$ cat config.mk
export PLATFORM = sky130hd
export DESIGN_NAME = ws_tile_sched_flat
export DESIGN_NICKNAME = d
export VERILOG_FILES = /design/src/rtl/ws_tile_sched_if.sv /design/src/rtl/ws_tile_sched.sv /design/src/flat_wrapper.sv
export SDC_FILE = /design/constraint.sdc
export NUM_CORES = 1
export LEC_CHECK = 0
export CORE_MARGIN = 2
export CORE_UTILIZATION = 40
export CTS_CLUSTER_DIAMETER = 100
export DETAILED_ROUTE_END_ITERATION = 8
export PLACE_DENSITY_LB_ADDON = 0.2
export SLEW_MARGIN = 15
export SYNTH_ARGS = -nofsm -noshare
export SYNTH_HDL_FRONTEND = slang
export SYNTH_SLANG_ARGS = --single-unit
$ cat constraint.sdc
create_clock -name clk -period 5.5 [get_ports clk]
set_input_delay 0.55 -clock clk [delete_from_list [all_inputs] [get_ports clk]]
set_output_delay 0.55 -clock clk [all_outputs]
set_load 0.05 [all_outputs]
$ cat src/rtl/ws_tile_sched_if.sv
// ws_tile_sched_if: bundle of every non-clock signal of the layer tile scheduler.
//   Host side:       start, abort, layer configuration (tile counts, bases, strides),
//                    busy / done / err / aborted status.
//   Controller side: ctrl_go / ctrl_done handshake plus the per-pass tile
//                    descriptor (buffer base addresses, tile indices, reload flag).
// Modports:
//   master - the scheduler itself (drives go, descriptor and status)
//   slave  - the environment (host + array controller)
interface ws_tile_sched_if #(
  parameter int ADDR_W = 10,
  parameter int CNT_W  = 8
);
  logic              start;
  logic              abort;
  logic [CNT_W-1:0]  num_wtiles;
  logic [CNT_W-1:0]  num_itiles;
  logic [ADDR_W-1:0] weight_base;
  logic [ADDR_W-1:0] iact_base;
  logic [ADDR_W-1:0] psum_base;
  logic [ADDR_W-1:0] iact_stride;
  logic [ADDR_W-1:0] psum_stride;
  logic              ctrl_go;
  logic              ctrl_done;
  logic              reload_weights;
  logic [ADDR_W-1:0] tile_weight_addr;
  logic [ADDR_W-1:0] tile_iact_addr;
  logic [ADDR_W-1:0] tile_psum_addr;
  logic [CNT_W-1:0]  w_idx;
  logic [CNT_W-1:0]  i_idx;
  logic              busy;
  logic              done;
  logic              err;
  logic              aborted;

  modport master (
    input  start, abort, num_wtiles, num_itiles, weight_base, iact_base,
           psum_base, iact_stride, psum_stride, ctrl_done,
    output ctrl_go, reload_weights, tile_weight_addr, tile_iact_addr,
           tile_psum_addr, w_idx, i_idx, busy, done, err, aborted
  );

  modport slave (
    output start, abort, num_wtiles, num_itiles, weight_base, iact_base,
           psum_base, iact_stride, psum_stride, ctrl_done,
    input  ctrl_go, reload_weights, tile_weight_addr, tile_iact_addr,
           tile_psum_addr, w_idx, i_idx, busy, done, err, aborted
  );
endinterface

$ cat src/rtl/ws_tile_sched.sv
// ws_tile_sched: layer-level scheduler above the PE-array controller.
// Splits a layer into num_wtiles x num_itiles passes (weight tile outer loop,
// iact tile inner loop), issues one ctrl_go per pass, waits for ctrl_done and
// presents the buffer base addresses for each pass. The host sees a single
// start / busy / done transaction per layer.
// Ports:
//   clk  - system clock
//   rst  - synchronous active-high reset
//   bus  - ws_tile_sched_if.master (host config/status + controller handshake)
// All outputs are registered; address arithmetic wraps modulo 2^ADDR_W.
module ws_tile_sched #(
  parameter int ADDR_W      = 10,
  parameter int CNT_W       = 8,
  parameter int ARRAY_DIM   = 3,
  parameter int WTILE_WORDS = ARRAY_DIM * ARRAY_DIM
) (
  input  logic             clk,
  input  logic             rst,
  ws_tile_sched_if.master  bus
);

  typedef enum logic [2:0] {IDLE, ISSUE, WAIT, ADVANCE, DRAIN, FIN} state_t;

  localparam logic [ADDR_W-1:0] WTILE_STEP = ADDR_W'(WTILE_WORDS);
  localparam logic [CNT_W:0]    CNT_ONE    = (CNT_W+1)'(1);

  state_t            state;
  logic              err_pend;
  logic [CNT_W-1:0]  nwt;
  logic [CNT_W-1:0]  nit;
  logic [ADDR_W-1:0] iact_base_r;
  logic [ADDR_W-1:0] iact_stride_r;
  logic [ADDR_W-1:0] psum_stride_r;

  logic              go;
  logic              rl;
  logic [ADDR_W-1:0] wa;
  logic [ADDR_W-1:0] ia;
  logic [ADDR_W-1:0] pa;
  logic [CNT_W-1:0]  wi;
  logic [CNT_W-1:0]  ii;
  logic              busy_r;
  logic              done_r;
  logic              err_r;
  logic              ab_r;

  // One extra bit so index+1 never overflows when a count is 2^CNT_W-1.
  logic [CNT_W:0] i_inc;
  logic [CNT_W:0] w_inc;
  logic           i_wrap;
  logic           w_last;
  logic           zero_cfg;

  assign i_inc    = {1'b0, ii} + CNT_ONE;
  assign w_inc    = {1'b0, wi} + CNT_ONE;
  assign i_wrap   = (i_inc >= {1'b0, nit});
  assign w_last   = (w_inc == {1'b0, nwt});
  assign zero_cfg = (bus.num_wtiles == '0) || (bus.num_itiles == '0);

  always_ff @(posedge clk) begin
    if (rst) begin
      state         <= IDLE;
      err_pend      <= 1'b0;
      nwt           <= '0;
      nit           <= '0;
      iact_base_r   <= '0;
      iact_stride_r <= '0;
      psum_stride_r <= '0;
      go            <= 1'b0;
      rl            <= 1'b0;
      wa            <= '0;
      ia            <= '0;
      pa            <= '0;
      wi            <= '0;
      ii            <= '0;
      busy_r        <= 1'b0;
      done_r        <= 1'b0;
      err_r         <= 1'b0;
      ab_r          <= 1'b0;
    end else begin
      // Pulse outputs default low; each is raised only on the transition that owns it.
      go     <= 1'b0;
      done_r <= 1'b0;
      err_r  <= 1'b0;
      ab_r   <= 1'b0;
      case (state)
        IDLE: begin
          if (bus.start) begin
            nwt           <= bus.num_wtiles;
            nit           <= bus.num_itiles;
            iact_base_r   <= bus.iact_base;
            iact_stride_r <= bus.iact_stride;
            psum_stride_r <= bus.psum_stride;
            wi            <= '0;
            ii            <= '0;
            wa            <= bus.weight_base;
            ia            <= bus.iact_base;
            pa            <= bus.psum_base;
            busy_r        <= 1'b1;
            rl            <= ~zero_cfg;
            // A zero-sized layer still passes through ISSUE (without a go) so
            // busy is seen for one cycle before the error completion.
            err_pend      <= zero_cfg;
            go            <= ~zero_cfg;
            state         <= ISSUE;
          end
        end
        ISSUE: begin
          if (err_pend) begin
            done_r <= 1'b1;
            err_r  <= 1'b1;
            busy_r <= 1'b0;
            state  <= FIN;
          end else if (bus.abort) begin
            done_r <= 1'b1;
            ab_r   <= 1'b1;
            busy_r <= 1'b0;
            state  <= FIN;
          end else begin
            state <= WAIT;
          end
        end
        WAIT: begin
          if (bus.ctrl_done) begin
            if (bus.abort) begin
              done_r <= 1'b1;
              ab_r   <= 1'b1;
              busy_r <= 1'b0;
              state  <= FIN;
            end else begin
              state <= ADVANCE;
            end
          end else if (bus.abort) begin
            state <= DRAIN;
          end
        end
        DRAIN: begin
          // The controller is mid-pass; let it finish before reporting.
          if (bus.ctrl_done) begin
            done_r <= 1'b1;
            ab_r   <= 1'b1;
            busy_r <= 1'b0;
            state  <= FIN;
          end
        end
        ADVANCE: begin
          if (bus.abort) begin
            done_r <= 1'b1;
            ab_r   <= 1'b1;
            busy_r <= 1'b0;
            state  <= FIN;
          end else begin
            pa <= pa + psum_stride_r;
            if (!i_wrap) begin
              ii    <= i_inc[CNT_W-1:0];
              ia    <= ia + iact_stride_r;
              rl    <= 1'b0;
              go    <= 1'b1;
              state <= ISSUE;
            end else begin
              ii <= '0;
              ia <= iact_base_r;
              rl <= 1'b1;
              if (w_last) begin
                // w_idx stays on the last weight tile.
                done_r <= 1'b1;
                busy_r <= 1'b0;
                state  <= FIN;
              end else begin
                wi    <= w_inc[CNT_W-1:0];
                wa    <= wa + WTILE_STEP;
                go    <= 1'b1;
                state <= ISSUE;
              end
            end
          end
        end
        FIN: begin
          // done/err/aborted are visible during this cycle; start is not honoured here.
          state <= IDLE;
        end
        default: state <= IDLE;
      endcase
    end
  end

  assign bus.ctrl_go          = go;
  assign bus.reload_weights   = rl;
  assign bus.tile_weight_addr = wa;
  assign bus.tile_iact_addr   = ia;
  assign bus.tile_psum_addr   = pa;
  assign bus.w_idx            = wi;
  assign bus.i_idx            = ii;
  assign bus.busy             = busy_r;
  assign bus.done             = done_r;
  assign bus.err              = err_r;
  assign bus.aborted          = ab_r;

endmodule

$ cat src/flat_wrapper.sv
// flat-port wrapper written by rule: the top's interface ports become plain ports
module ws_tile_sched_flat 
#(
  parameter int ADDR_W      = 10,
  parameter int CNT_W       = 8,
  parameter int ARRAY_DIM   = 3,
  parameter int WTILE_WORDS = ARRAY_DIM * ARRAY_DIM
)
  (clk, rst, bus_start, bus_abort, bus_num_wtiles, bus_num_itiles, bus_weight_base, bus_iact_base, bus_psum_base, bus_iact_stride, bus_psum_stride, bus_ctrl_done, bus_ctrl_go, bus_reload_weights, bus_tile_weight_addr, bus_tile_iact_addr, bus_tile_psum_addr, bus_w_idx, bus_i_idx, bus_busy, bus_done, bus_err, bus_aborted);
  ws_tile_sched_if #(.ADDR_W(ADDR_W), .CNT_W(CNT_W)) bus_i ();
  input  logic clk;
  input  logic rst;
  input wire logic [$bits(bus_i.start)-1:0] bus_start;
  input wire logic [$bits(bus_i.abort)-1:0] bus_abort;
  input wire logic [$bits(bus_i.num_wtiles)-1:0] bus_num_wtiles;
  input wire logic [$bits(bus_i.num_itiles)-1:0] bus_num_itiles;
  input wire logic [$bits(bus_i.weight_base)-1:0] bus_weight_base;
  input wire logic [$bits(bus_i.iact_base)-1:0] bus_iact_base;
  input wire logic [$bits(bus_i.psum_base)-1:0] bus_psum_base;
  input wire logic [$bits(bus_i.iact_stride)-1:0] bus_iact_stride;
  input wire logic [$bits(bus_i.psum_stride)-1:0] bus_psum_stride;
  input wire logic [$bits(bus_i.ctrl_done)-1:0] bus_ctrl_done;
  output wire logic [$bits(bus_i.ctrl_go)-1:0] bus_ctrl_go;
  output wire logic [$bits(bus_i.reload_weights)-1:0] bus_reload_weights;
  output wire logic [$bits(bus_i.tile_weight_addr)-1:0] bus_tile_weight_addr;
  output wire logic [$bits(bus_i.tile_iact_addr)-1:0] bus_tile_iact_addr;
  output wire logic [$bits(bus_i.tile_psum_addr)-1:0] bus_tile_psum_addr;
  output wire logic [$bits(bus_i.w_idx)-1:0] bus_w_idx;
  output wire logic [$bits(bus_i.i_idx)-1:0] bus_i_idx;
  output wire logic [$bits(bus_i.busy)-1:0] bus_busy;
  output wire logic [$bits(bus_i.done)-1:0] bus_done;
  output wire logic [$bits(bus_i.err)-1:0] bus_err;
  output wire logic [$bits(bus_i.aborted)-1:0] bus_aborted;
  assign bus_i.start = bus_start;
  assign bus_i.abort = bus_abort;
  assign bus_i.num_wtiles = bus_num_wtiles;
  assign bus_i.num_itiles = bus_num_itiles;
  assign bus_i.weight_base = bus_weight_base;
  assign bus_i.iact_base = bus_iact_base;
  assign bus_i.psum_base = bus_psum_base;
  assign bus_i.iact_stride = bus_iact_stride;
  assign bus_i.psum_stride = bus_psum_stride;
  assign bus_i.ctrl_done = bus_ctrl_done;
  assign bus_ctrl_go = bus_i.ctrl_go;
  assign bus_reload_weights = bus_i.reload_weights;
  assign bus_tile_weight_addr = bus_i.tile_weight_addr;
  assign bus_tile_iact_addr = bus_i.tile_iact_addr;
  assign bus_tile_psum_addr = bus_i.tile_psum_addr;
  assign bus_w_idx = bus_i.w_idx;
  assign bus_i_idx = bus_i.i_idx;
  assign bus_busy = bus_i.busy;
  assign bus_done = bus_i.done;
  assign bus_err = bus_i.err;
  assign bus_aborted = bus_i.aborted;
  ws_tile_sched #(.ADDR_W(ADDR_W), .CNT_W(CNT_W), .ARRAY_DIM(ARRAY_DIM), .WTILE_WORDS(WTILE_WORDS)) u_core (.clk(clk), .rst(rst), .bus(bus_i));
endmodule
==> impl_results.md <==
* Status: completed
* Multi-input gate area at about 3400 um2
* Clk_lat worst skew at around 350 ps
* Seq. cell area at about 2000 um2
* Global-route usage over all layers at around a fifth
* Die X at around 120 um
* Die area at between 15000 and 20000 um2
* DP Wirelength at approximately 11 mm
* WL per Instance at 15.91 um
* Dpl ws at ~2200 ps
* Comb pwr share at between 20 and 30%
* Max FO, Critical Path at 19
* Vias in the first global route at roughly 5.1k
* Layout cells sized above 1 at between 5 and 6%
* Worst IR drop on VDD at approximately 0.19 mV
* Ant diodes at 0
* P_int at about 1.5 mW
* Sequential element share of the synthesized area at a little over a third
* Final layout net count at roughly 900
* H-tree lvl count at 3
* Critical path data arrival time at 3530 ps
* Hold_sp: u_core.iact_base_r[8]$_SDFFE_PP0P_
* Required @ worst endpoint at 5780 ps
* Most common cell after layout, fill and taps aside: nand2_1
* Top FF cell, synth: dfxtp_1
* Fillers at around 1.3k
* Largest net degree at the start of global routing at 51
* CTS tree: done
* Pleak at 2.743 nW
* Synthesis-stage register bit count at 102
* Cell Rows at 43
* Max-slew violation count at 0
* Worst-Margin Slew at ~780 ps
* Post-route clock period utilization at between 50% and 60%
* Setup bufs post-CTS at 0
* Clock power frac at 33.0%
* First-pass GRT wire length at between 20 and 30 mm
* R2r setup slk at roughly 2200 ps
* Placer Congestion at 0.8671
* PnR worst setup slack at approximately 2200 ps
* Clock Skew at 6.472 ps
* Synthesis Warnings at 0
* Final std cells w/o fill at between 1k and 1.5k
* Hold buffer count at CTS at 0
* Gr busiest metal: met2
* Post-cts resize count at 0
* Die height at 123.3 um
* Met2 Use GR at 35.34%
* TNS Setup at 0 ps
* Initial detailed-routing violation count at between 300 and 400
* Worst-case hold slack at 456.9 ps
* Hold Path Depth at 2
* Number of port buffers at 122
* Worst r2r dst: u_core.bus.tile_iact_addr[5]$_SDFFE_PP0P_
* Initial antenna violation count at 0
* Max Buffers Root-to-Sink at 2
* Syn avg cell area at slightly below 8 um2
* Switching Fraction at between 30 and 40%
* Seq pwr share at roughly two fifths
* Via count at around 5.5k
* Most frequent cells in the layout: nand2_1, clkdlybuf4s50_1, dfxtp_1, a21oi_1, nor2_1
* Dpl cells at 992
* Maxcap violations at 0
* Hold endpoint: u_core.iact_base_r[8]$_SDFFE_PP0P_
* M3 GR Usage at ~5.0%
* Syn-to-layout area delta at 29.51%
* Synthesized area at about 5700 um2
* Fmax at ~310 MHz
* Grt ovf at 0
* Core area at 13880 um2
* CTS Root Cell: clkbuf_16
* FF-to-FF Start: u_core.bus.i_idx[0]$_SDFFE_PP0P_
* Syn Nets at between 800 and 900
* Antenna-violating nets left at 0
* RSZ-0062 raised after global routing: no
* Post-synth EDFFs at 0
* Worst Setup End Kind: flip-flop
* Total Wirelength at 16.04 mm
* Starting Density at between 40 and 50%
* CTS Sinks at 102
* Cell variety after synth at 72
* Clock slew seen by the registers of the worst setup and hold paths at ~70 ps
* P per Cell Area at 301.0 nW/um2
* Final setup fails at 0
* Post-synth ARST share at 0%
* Net Switching at ~720 uW
* Post-route DRC at 0
* Hold Fails Final Rpt at 0
* HP Class: flip-flop to flip-flop
* Via density at 5.481
* Final min period at ~3300 ps
* Crit path kind: flip-flop to flip-flop
* CP Launch Type: flip-flop
* Headroom to the max-slew limit at 48.07%
* # IOs at 123
* Reg2Reg Depth at 11
* Syn Inst Count at around 730
* GR Util met1 at between 20 and 30%
* CTS buffer count at 9
* DR pass1 iterations at 5
kinds of logic after synthesis:
| kind of cell | after synthesis | share of synthesized area [%] |
|---|---|---|
| mux | 5 | 0.9017 |
| fa+ha+maj | 31 | 7.082 |
| xor+xnor | 27 | 4.157 |
| buf+inv | 69 | 4.838 |
| simple gates | 289 | 23.60 |
| compound gates | 205 | 23.53 |
| flops | 102 | 35.89 |
synth_stat cells, drive strengths merged (3+ instances only):
cell | number | area share [%]
a31o | 3 | 0.46
a211oi | 7 | 0.92
a21oi | 89 | 7.8
o32ai | 3 | 0.59
a211o | 3 | 0.46
o211ai | 8 | 1.1
nand3b | 5 | 0.66
a311o | 4 | 0.70
nor4 | 7 | 1.0
o21a | 3 | 0.40
xnor2 | 15 | 2.3
and4 | 3 | 0.46
ha | 29 | 6.4
a22oi | 9 | 1.2
nor2b | 6 | 0.66
o31ai | 10 | 1.6
or3 | 8 | 0.88
a21o | 4 | 0.53
inv | 24 | 1.6
buf | 10 | 0.95
or2 | 4 | 0.44
o2111ai | 4 | 0.62
a31oi | 9 | 1.3
a311oi | 3 | 0.46
nand4 | 3 | 0.33
nand3 | 18 | 1.8
o21ai | 27 | 2.4
nand2 | 149 | 9.8
nor3 | 21 | 2.0
dfxtp | 102 | 36
xor2 | 12 | 1.8
nor2 | 50 | 3.4
clkbuf | 34 | 2.2
mux2i | 4 | 0.70
nand2b | 4 | 0.44
power groups by stage:
stage	Combinational, mW	Sequential (mW)	Clock, mW
after global placement	0.603	0.882	0
after CTS	0.616	0.868	0.744
final	0.617	0.869	0.732
after detailed placement	0.613	0.884	0
after floorplan	0.316	0.970	0
after global routing	0.675	0.878	0.775
critical path, cell delays in order, from the launching register on:
cell and delay [ps]:
dfxtp_1 450, ha_1 220, nand3_1 150, xnor2_1 230, ha_1 280, a21o_1 160, a21oi_1 150, o21ai_0 190
a31oi_4 690, nand3_1 140, a311o_1 390, a21oi_1 120
worst max path at each step:
stage                                startpoint                                   endpoint  slack (ps)  cells past startpoint
4_1_cts        u_core.bus.i_idx[0]$_SDFFE_PP0P_           u_core.bus.w_idx[2]$_SDFFE_PP0P_        2230                     11
6_report       u_core.bus.i_idx[0]$_SDFFE_PP0P_  u_core.bus.tile_iact_addr[5]$_SDFFE_PP0P_        2250                     11
2_1_floorplan  u_core.bus.i_idx[0]$_SDFFE_PP0P_  u_core.bus.tile_iact_addr[6]$_SDFFE_PP0P_        2160                     12
3_5_place_dp   u_core.bus.i_idx[0]$_SDFFE_PP0P_           u_core.bus.w_idx[2]$_SDFFE_PP0P_        2250                     11
3_3_place_gp   u_core.bus.i_idx[0]$_SDFFE_PP0P_           u_core.bus.w_idx[2]$_SDFFE_PP0P_        2420                     11
5_1_grt        u_core.bus.i_idx[0]$_SDFFE_PP0P_  u_core.bus.tile_iact_addr[5]$_SDFFE_PP0P_        1960                     11
state kept, by name, indices dropped and copies added (netlist names):
register	count
u_core.bus.ctrl_go	1
u_core.bus.tile_iact_addr	10
u_core.bus.aborted	1
u_core.bus.reload_weights	1
u_core.bus.i_idx	8
u_core.state	3
u_core.bus.err	1
u_core.nwt	8
u_core.bus.tile_weight_addr	10
u_core.iact_base_r	10
u_core.err_pend	1
u_core.nit	8
u_core.bus.tile_psum_addr	10
u_core.bus.w_idx	8
u_core.iact_stride_r	10
u_core.bus.busy	1
u_core.psum_stride_r	10
u_core.bus.done	1
through the flow:
| step | cell area (um2) | util [%] | power, mW |
|---|---|---|---|
| floorplan | 5689 | - | 1.287 |
| global placement | 7010 | 50.50 | 1.486 |
| detailed placement | 7010 | 50.50 | 1.497 |
| CTS | 7348 | 52.94 | 2.228 |
| global route | 7368 | 53.08 | 2.328 |
| finish | 7368 | 53.08 | 2.218 |
per-layer routing:
layer	part of all wire, %	vias to the layer above
met4	1.3	0
met5	0	-
met3	5.7	15
met2	48	150
li1	-	2764
met1	45	2596
area by class of cell:
class                           count  area share, %
Inverter                           25          1.274
Tap cell                          180          3.057
Clock buffer                       11          3.294
Multi-Input combinational cell    557          45.98
Sequential cell                   102          27.71
Clock inverter                      4          1.291
Timing Repair Buffer              129          17.39
No activity file was read; power rests on OpenSTA's default activity.
